<file path="src/rtl/iter_shifter8.sv">
// iter_shifter8: multi-cycle 8-bit shift engine.
// It applies a 0-7 position shift (LSL, LSR, ASR, ROL) at up to 3 positions
// per clock. When the shift is finished, it presents the registered result
// with a one-cycle done pulse.
//
// Ports:
//   clk      rising-edge clock
//   reset_n  synchronous active-low reset
//   start    request strobe; accepted only in IDLE or DONE
//   op       00 LSL, 01 LSR, 10 ASR, 11 ROL
//   amt      total shift amount, 0-7
//   d_in     operand
//   busy     high while the engine is shifting
//   done     one-cycle pulse; d_out holds the result
//   d_out    result register (also holds intermediate values while busy)
module iter_shifter8 (
    input  logic       clk,
    input  logic       reset_n,
    input  logic       start,
    input  logic [1:0] op,
    input  logic [2:0] amt,
    input  logic [7:0] d_in,
    output logic       busy,
    output logic       done,
    output logic [7:0] d_out
);

    localparam int unsigned WIDTH    = 8;
    localparam int unsigned MAX_STEP = 3;

    localparam logic [1:0] IDLE  = 2'd0;
    localparam logic [1:0] SHIFT = 2'd1;
    localparam logic [1:0] DONE  = 2'd2;

    localparam logic [1:0] OP_LSL = 2'b00;
    localparam logic [1:0] OP_LSR = 2'b01;
    localparam logic [1:0] OP_ASR = 2'b10;
    localparam logic [1:0] OP_ROL = 2'b11;

    logic [1:0]       state, state_nxt;
    logic [1:0]       op_r, op_nxt;
    logic [2:0]       remaining, remaining_nxt;
    logic [WIDTH-1:0] d_out_nxt;
    logic [1:0]       step;
    logic [WIDTH-1:0] stage_out;
    logic [2*WIDTH-1:0] rol_tmp;

    // Single combinational stage: shift d_out by 0-3 positions under op_r.
    always_comb begin
        rol_tmp   = {d_out, d_out} << step;
        stage_out = d_out;
        case (op_r)
            OP_LSL:  stage_out = d_out << step;
            OP_LSR:  stage_out = d_out >> step;
            OP_ASR:  stage_out = WIDTH'($signed(d_out) >>> step);
            OP_ROL:  stage_out = rol_tmp[2*WIDTH-1:WIDTH];
            default: stage_out = d_out;
        endcase
    end

    // Per-cycle step is min(remaining, MAX_STEP).
    always_comb begin
        if (remaining > 3'(MAX_STEP)) begin
            step = 2'(MAX_STEP);
        end else begin
            step = remaining[1:0];
        end
    end

    // Next-state and datapath update.
    always_comb begin
        state_nxt     = state;
        op_nxt        = op_r;
        remaining_nxt = remaining;
        d_out_nxt     = d_out;
        case (state)
            IDLE, DONE: begin
                if (start) begin
                    d_out_nxt     = d_in;
                    op_nxt        = op;
                    remaining_nxt = amt;
                    state_nxt     = (amt == 3'd0) ? DONE : SHIFT;
                end else begin
                    state_nxt = IDLE;
                end
            end
            SHIFT: begin
                d_out_nxt     = stage_out;
                remaining_nxt = remaining - 3'(step);
                if (remaining - 3'(step) == 3'd0) begin
                    state_nxt = DONE;
                end
            end
            default: state_nxt = IDLE;
        endcase
    end

    // State and datapath registers; busy/done are registered decodes of the next state.
    always_ff @(posedge clk) begin
        if (!reset_n) begin
            state     <= IDLE;
            op_r      <= 2'b00;
            remaining <= 3'd0;
            d_out     <= 8'h00;
            busy      <= 1'b0;
            done      <= 1'b0;
        end else begin
            state     <= state_nxt;
            op_r      <= op_nxt;
            remaining <= remaining_nxt;
            d_out     <= d_out_nxt;
            busy      <= (state_nxt == SHIFT);
            done      <= (state_nxt == DONE);
        end
    end

endmodule

</file>
<file path="config.mk">
export PLATFORM = sky130hd
export DESIGN_NAME = iter_shifter8
export DESIGN_NICKNAME = d
export VERILOG_FILES = /design/src/rtl/iter_shifter8.sv
export SDC_FILE = /design/constraint.sdc
export NUM_CORES = 1
export LEC_CHECK = 0
export CAP_MARGIN = 20
export CORE_MARGIN = 4
export CORE_UTILIZATION = 60
export CTS_BUF_LIST = sky130_fd_sc_hd__clkbuf_2 sky130_fd_sc_hd__clkbuf_4 sky130_fd_sc_hd__clkbuf_8
export CTS_CLUSTER_DIAMETER = 30
export DETAILED_ROUTE_END_ITERATION = 6
export DONT_BUFFER_PORTS = 1
export PLACE_DENSITY_LB_ADDON = 0.08
export SYNTH_ARGS = -nofsm -noshare
export SYNTH_HDL_FRONTEND = slang
export SYNTH_SLANG_ARGS = --single-unit
</file>
<file path="constraint.sdc">
create_clock -name clk -period 4.5 [get_ports clk]
set_clock_uncertainty 0.05 [all_clocks]
set_input_delay 0.9 -clock clk [delete_from_list [all_inputs] [get_ports clk]]
set_output_delay 0.9 -clock clk [all_outputs]
set_load 0.02 [all_outputs]
</file>
==> results_tabular.tex <==
\begin{tabular}{lr}
\hline
Metric & Value \\
\hline
\multicolumn{2}{l}{\textbf{Clocking}} \\
\quad Postcts setup bufs & 0 \\
\quad Root Buffer & sky130\_fd\_sc\_hd\_\_clkbuf\_4 \\
\quad Inserted Clock Buffers & 3 \\
\quad Clock H-tree levels & 1 \\
\quad Number of gates given a new drive strength after cts & 0 \\
\quad Worst-path clk slew & 120 ps \\
\quad Number of hold-repair buffers added at the cts stage & 0 \\
\quad Sink count of the clock tree & 17 \\
\quad CTS max path bufs & 2 \\
\quad Clock latency on the worst-skew pair & 300 ps \\
\quad CTS tree & built \\
\multicolumn{2}{l}{\textbf{Setup path}} \\
\quad R2R setup slack & 2240 ps \\
\quad Largest fanout on the critical path & 12 \\
\quad Critical path data required time & 4600 ps \\
\quad Arrival time at the worst endpoint & 2360 ps \\
\quad Critical Setup Path Class & flip-flop to flip-flop \\
\quad CP endpoint kind & flip-flop \\
\quad Startpoint kind of the worst setup timing path & flip-flop \\
\multicolumn{2}{l}{\textbf{Layout}} \\
\quad Post-synthesis to final-layout area growth & -4.253\% \\
\quad Fraction of layout cells with a size suffix above 1 & 9.524\% \\
\quad Most common library cell in the layout ignoring fill and taps & sky130\_fd\_sc\_hd\_\_nand2\_1 \\
\quad Layout Cell Area excl Fill & 1436 sq um \\
\quad Fill cells & 222 \\
\quad Nets & 186 \\
\quad Ant. Diodes & 0 \\
\quad Finished Core Util & 62.53\% \\
\quad Commonest cells after routing, fill and taps aside & 23 x sky130\_fd\_sc\_hd\_\_nand2\_1, 17 x sky130\_fd\_sc\_hd\_\_dfxtp\_1, 9 x sky130\_fd\_sc\_hd\_\_mux2i\_1, 9 x sky130\_fd\_sc\_hd\_\_nand3\_1 \\
\multicolumn{2}{l}{\textbf{Outcome}} \\
\quad Result of the run & complete, no violations \\
\multicolumn{2}{l}{\textbf{Power and ir drop}} \\
\quad Leak pwr & 0.4735 nW \\
\quad Worst VDD drop & 0.2518 mV \\
\quad Power density over cell area & 328.3 nW/um\^{}2 \\
\multicolumn{2}{l}{\textbf{Timing}} \\
\quad Upper clock frequency limit & 442.8 MHz \\
\quad Final sum of negative setup slack & 0 ps \\
\quad Slew headroom & 31.31\% \\
\quad Tightest hold margin & 533.1 ps \\
\quad Final setup vio count & 0 \\
\quad Post-route minimum period & 2259 ps \\
\quad Setup repair after global routing missed its margin & no \\
\quad Final critical-path share of the clock period & 50.19\% \\
\quad Measured slew at the worst slew-check pin & 1023 ps \\
\quad Final count of pins violating max slew & 0 \\
\quad Hold violation total from the final report & 0 \\
\multicolumn{2}{l}{\textbf{Synthesis}} \\
\quad Combinational family with the most area after synthesis & compound AO/OA/AOI/OAI gates \\
\quad Multiplexer share of the synthesized area & 11.26\% \\
\quad Area share of and/or/nand/nor cells after synthesis & 22.77\% \\
\quad Synthesized-area fraction occupied by xor and xnor cells & 0.5838\% \\
\quad Most frequently used flop master after synthesis & sky130\_fd\_sc\_hd\_\_dfxtp\_1 \\
\quad Yosys warning count & 0 \\
\quad Syn Std Cell Area & 1500 sq um \\
\quad Synth cell types & 56 \\
\quad Syn\_nets & 203 \\
\quad Share of flip-flops with an asynchronous set or reset after synthesis & 0\% \\
\quad Number of enable-type register cells in the synthesized netlist & 0 \\
\quad Flops \& latches, synth & 17 \\
\quad Gate Count Post-Synth & 186 \\
\quad Synth Area per Inst & 8.066 sq um \\
\quad Adder-cell area share of the yosys netlist & 0.8340\% \\
\quad Compound-gate portion of the synthesized area & 32.28\% \\
\quad Seq/Total Area, Yosys & 22.69\% \\
\multicolumn{2}{l}{\textbf{GRT}} \\
\quad Wire length of the first global-routing pass & 6.679 mm \\
\quad GRT Residual Overflow & 0 \\
\quad Vias in the first global route & 1319 \\
\quad Number of antenna violations at the first check in global routing & 0 \\
\quad Maximum number of pins on one net before global-route repair & 20 \\
\quad GRT Overall Usage & 25.18\% \\
\multicolumn{2}{l}{\textbf{Place}} \\
\quad Half-perimeter wire length of the detailed placement result & 2.685 mm \\
\quad Number of port buffers & 0 \\
\quad Instance area at placement & 1406 sq um \\
\quad Final weighted congestion of routability-driven global placement & 0.8878 \\
\multicolumn{2}{l}{\textbf{Detailed routing}} \\
\quad Detailed-routing iteration count for the pre-antenna-repair pass & 5 \\
\quad DRC violation total after the first TritonRoute iteration & 115 \\
\quad Routed wire per std cell & 19.71 um \\
\quad Number of DRC violations after detailed routing & 0 \\
\quad Via count of the routed design & 1377 \\
\quad Wirelength, routed & 3.863 mm \\
\quad Detailed-route vias per instance & 7.026 \\
\quad Detail Route Antenna Nets & 0 \\
\multicolumn{2}{l}{\textbf{Floorplan}} \\
\quad Die span in y & 58.01 um \\
\quad CORE AREA & 2297 sq um \\
\quad Die W & 58.01 um \\
\quad Number of core rows & 17 \\
\quad Full die area & 3365 sq um \\
\quad Initial Util & 65.31\% \\
\quad Ports & 26 \\
\multicolumn{2}{l}{\textbf{Worst hold path}} \\
\quad Type of the worst min-delay path & flip-flop to flip-flop \\
\multicolumn{2}{l}{\textbf{Job}} \\
\quad Max\_cap viols & 0 \\
\hline
\end{tabular}
## cell families after synthesis
| logic type | Yosys count |
|---|---|
| simple gates | 67 |
| compound gates | 60 |
| buf+inv | 26 |
| flops | 17 |
| mux | 14 |
| xor+xnor | 1 |
| fa+ha+maj | 1 |
## per-stage QoR
step,power [mW],setup WS (ps),cells
2_1_floorplan,0.3647,2655,186
3_3_place_gp,0.3764,2192,192
3_5_place_dp,0.3806,2150,192
4_1_cts,0.4712,2243,196
5_1_grt,0.5025,2072,196
6_report,0.4715,2241,196
## path summary, 6_finish.rpt
check	cells past startpoint	to	start
worst min register to register	2	done	state[0]
worst min-delay path	2	done	state[0]
worst max-delay path	4	d_out[4]	op_r[1]
worst max register to register	4	d_out[4]	op_r[1]
## power by group
group	internal (mW)	total, mW	switching [mW]
logic	0.0703	0.157	0.0870
clock network	0.0338	0.0908	0.0570
registers	0.166	0.223	0.0577
total	0.270	0.471	0.202
## cell type report
class | count | area (sq um) | area share (%)
clock buffer | 3 | 22.52 | 1.568
clock inverter | 1 | 7.507 | 0.5226
inverter | 4 | 15.01 | 1.045
multi-input combinational | 143 | 1016 | 70.73
sequential | 17 | 340.3 | 23.69
tap | 28 | 35.03 | 2.439
## flip-flops by register name, indices dropped and copies added, names as in the netlist
name	flops
d_out	8
state	2
remaining	3
op_r	2
busy	1
done	1
## worst max-delay path: stages, from the launching register on
cell                      delay [ps]
sky130_fd_sc_hd__dfxtp_1         440
sky130_fd_sc_hd__xnor2_1         860
sky130_fd_sc_hd__mux4_2          610
sky130_fd_sc_hd__nand2_1          80
sky130_fd_sc_hd__a31oi_1          80
## per-layer routing
layer | global-route usage [%] | up-vias | wire length [um] | part of all wire, %
met5 | 0 | - | 0 | 0
met4 | 9.272 | 0 | 36 | 0.93
met3 | 5.345 | 6 | 398 | 10
met2 | 35.48 | 76 | 1702 | 44
met1 | 37.20 | 626 | 1726 | 45
li1 | - | 669 | - | -
## Yosys cell counts, types with 5 or more instances
| cell type | number | area (sq um) |
|---|---|---|
| sky130_fd_sc_hd__a21boi_0 | 5 | 37.54 |
| sky130_fd_sc_hd__a21oi_1 | 7 | 35.03 |
| sky130_fd_sc_hd__buf_6 | 5 | 56.30 |
| sky130_fd_sc_hd__clkbuf_1 | 12 | 45.04 |
| sky130_fd_sc_hd__dfxtp_1 | 17 | 340.3 |
| sky130_fd_sc_hd__mux2i_1 | 9 | 90.09 |
| sky130_fd_sc_hd__nand2_1 | 23 | 86.33 |
| sky130_fd_sc_hd__nand2b_1 | 5 | 31.28 |
| sky130_fd_sc_hd__nand3_1 | 9 | 45.04 |
| sky130_fd_sc_hd__nor2_1 | 6 | 22.52 |
| sky130_fd_sc_hd__nor2b_1 | 7 | 43.79 |
| sky130_fd_sc_hd__o21ai_0 | 6 | 30.03 |
(Power assumes the default switching activity.)
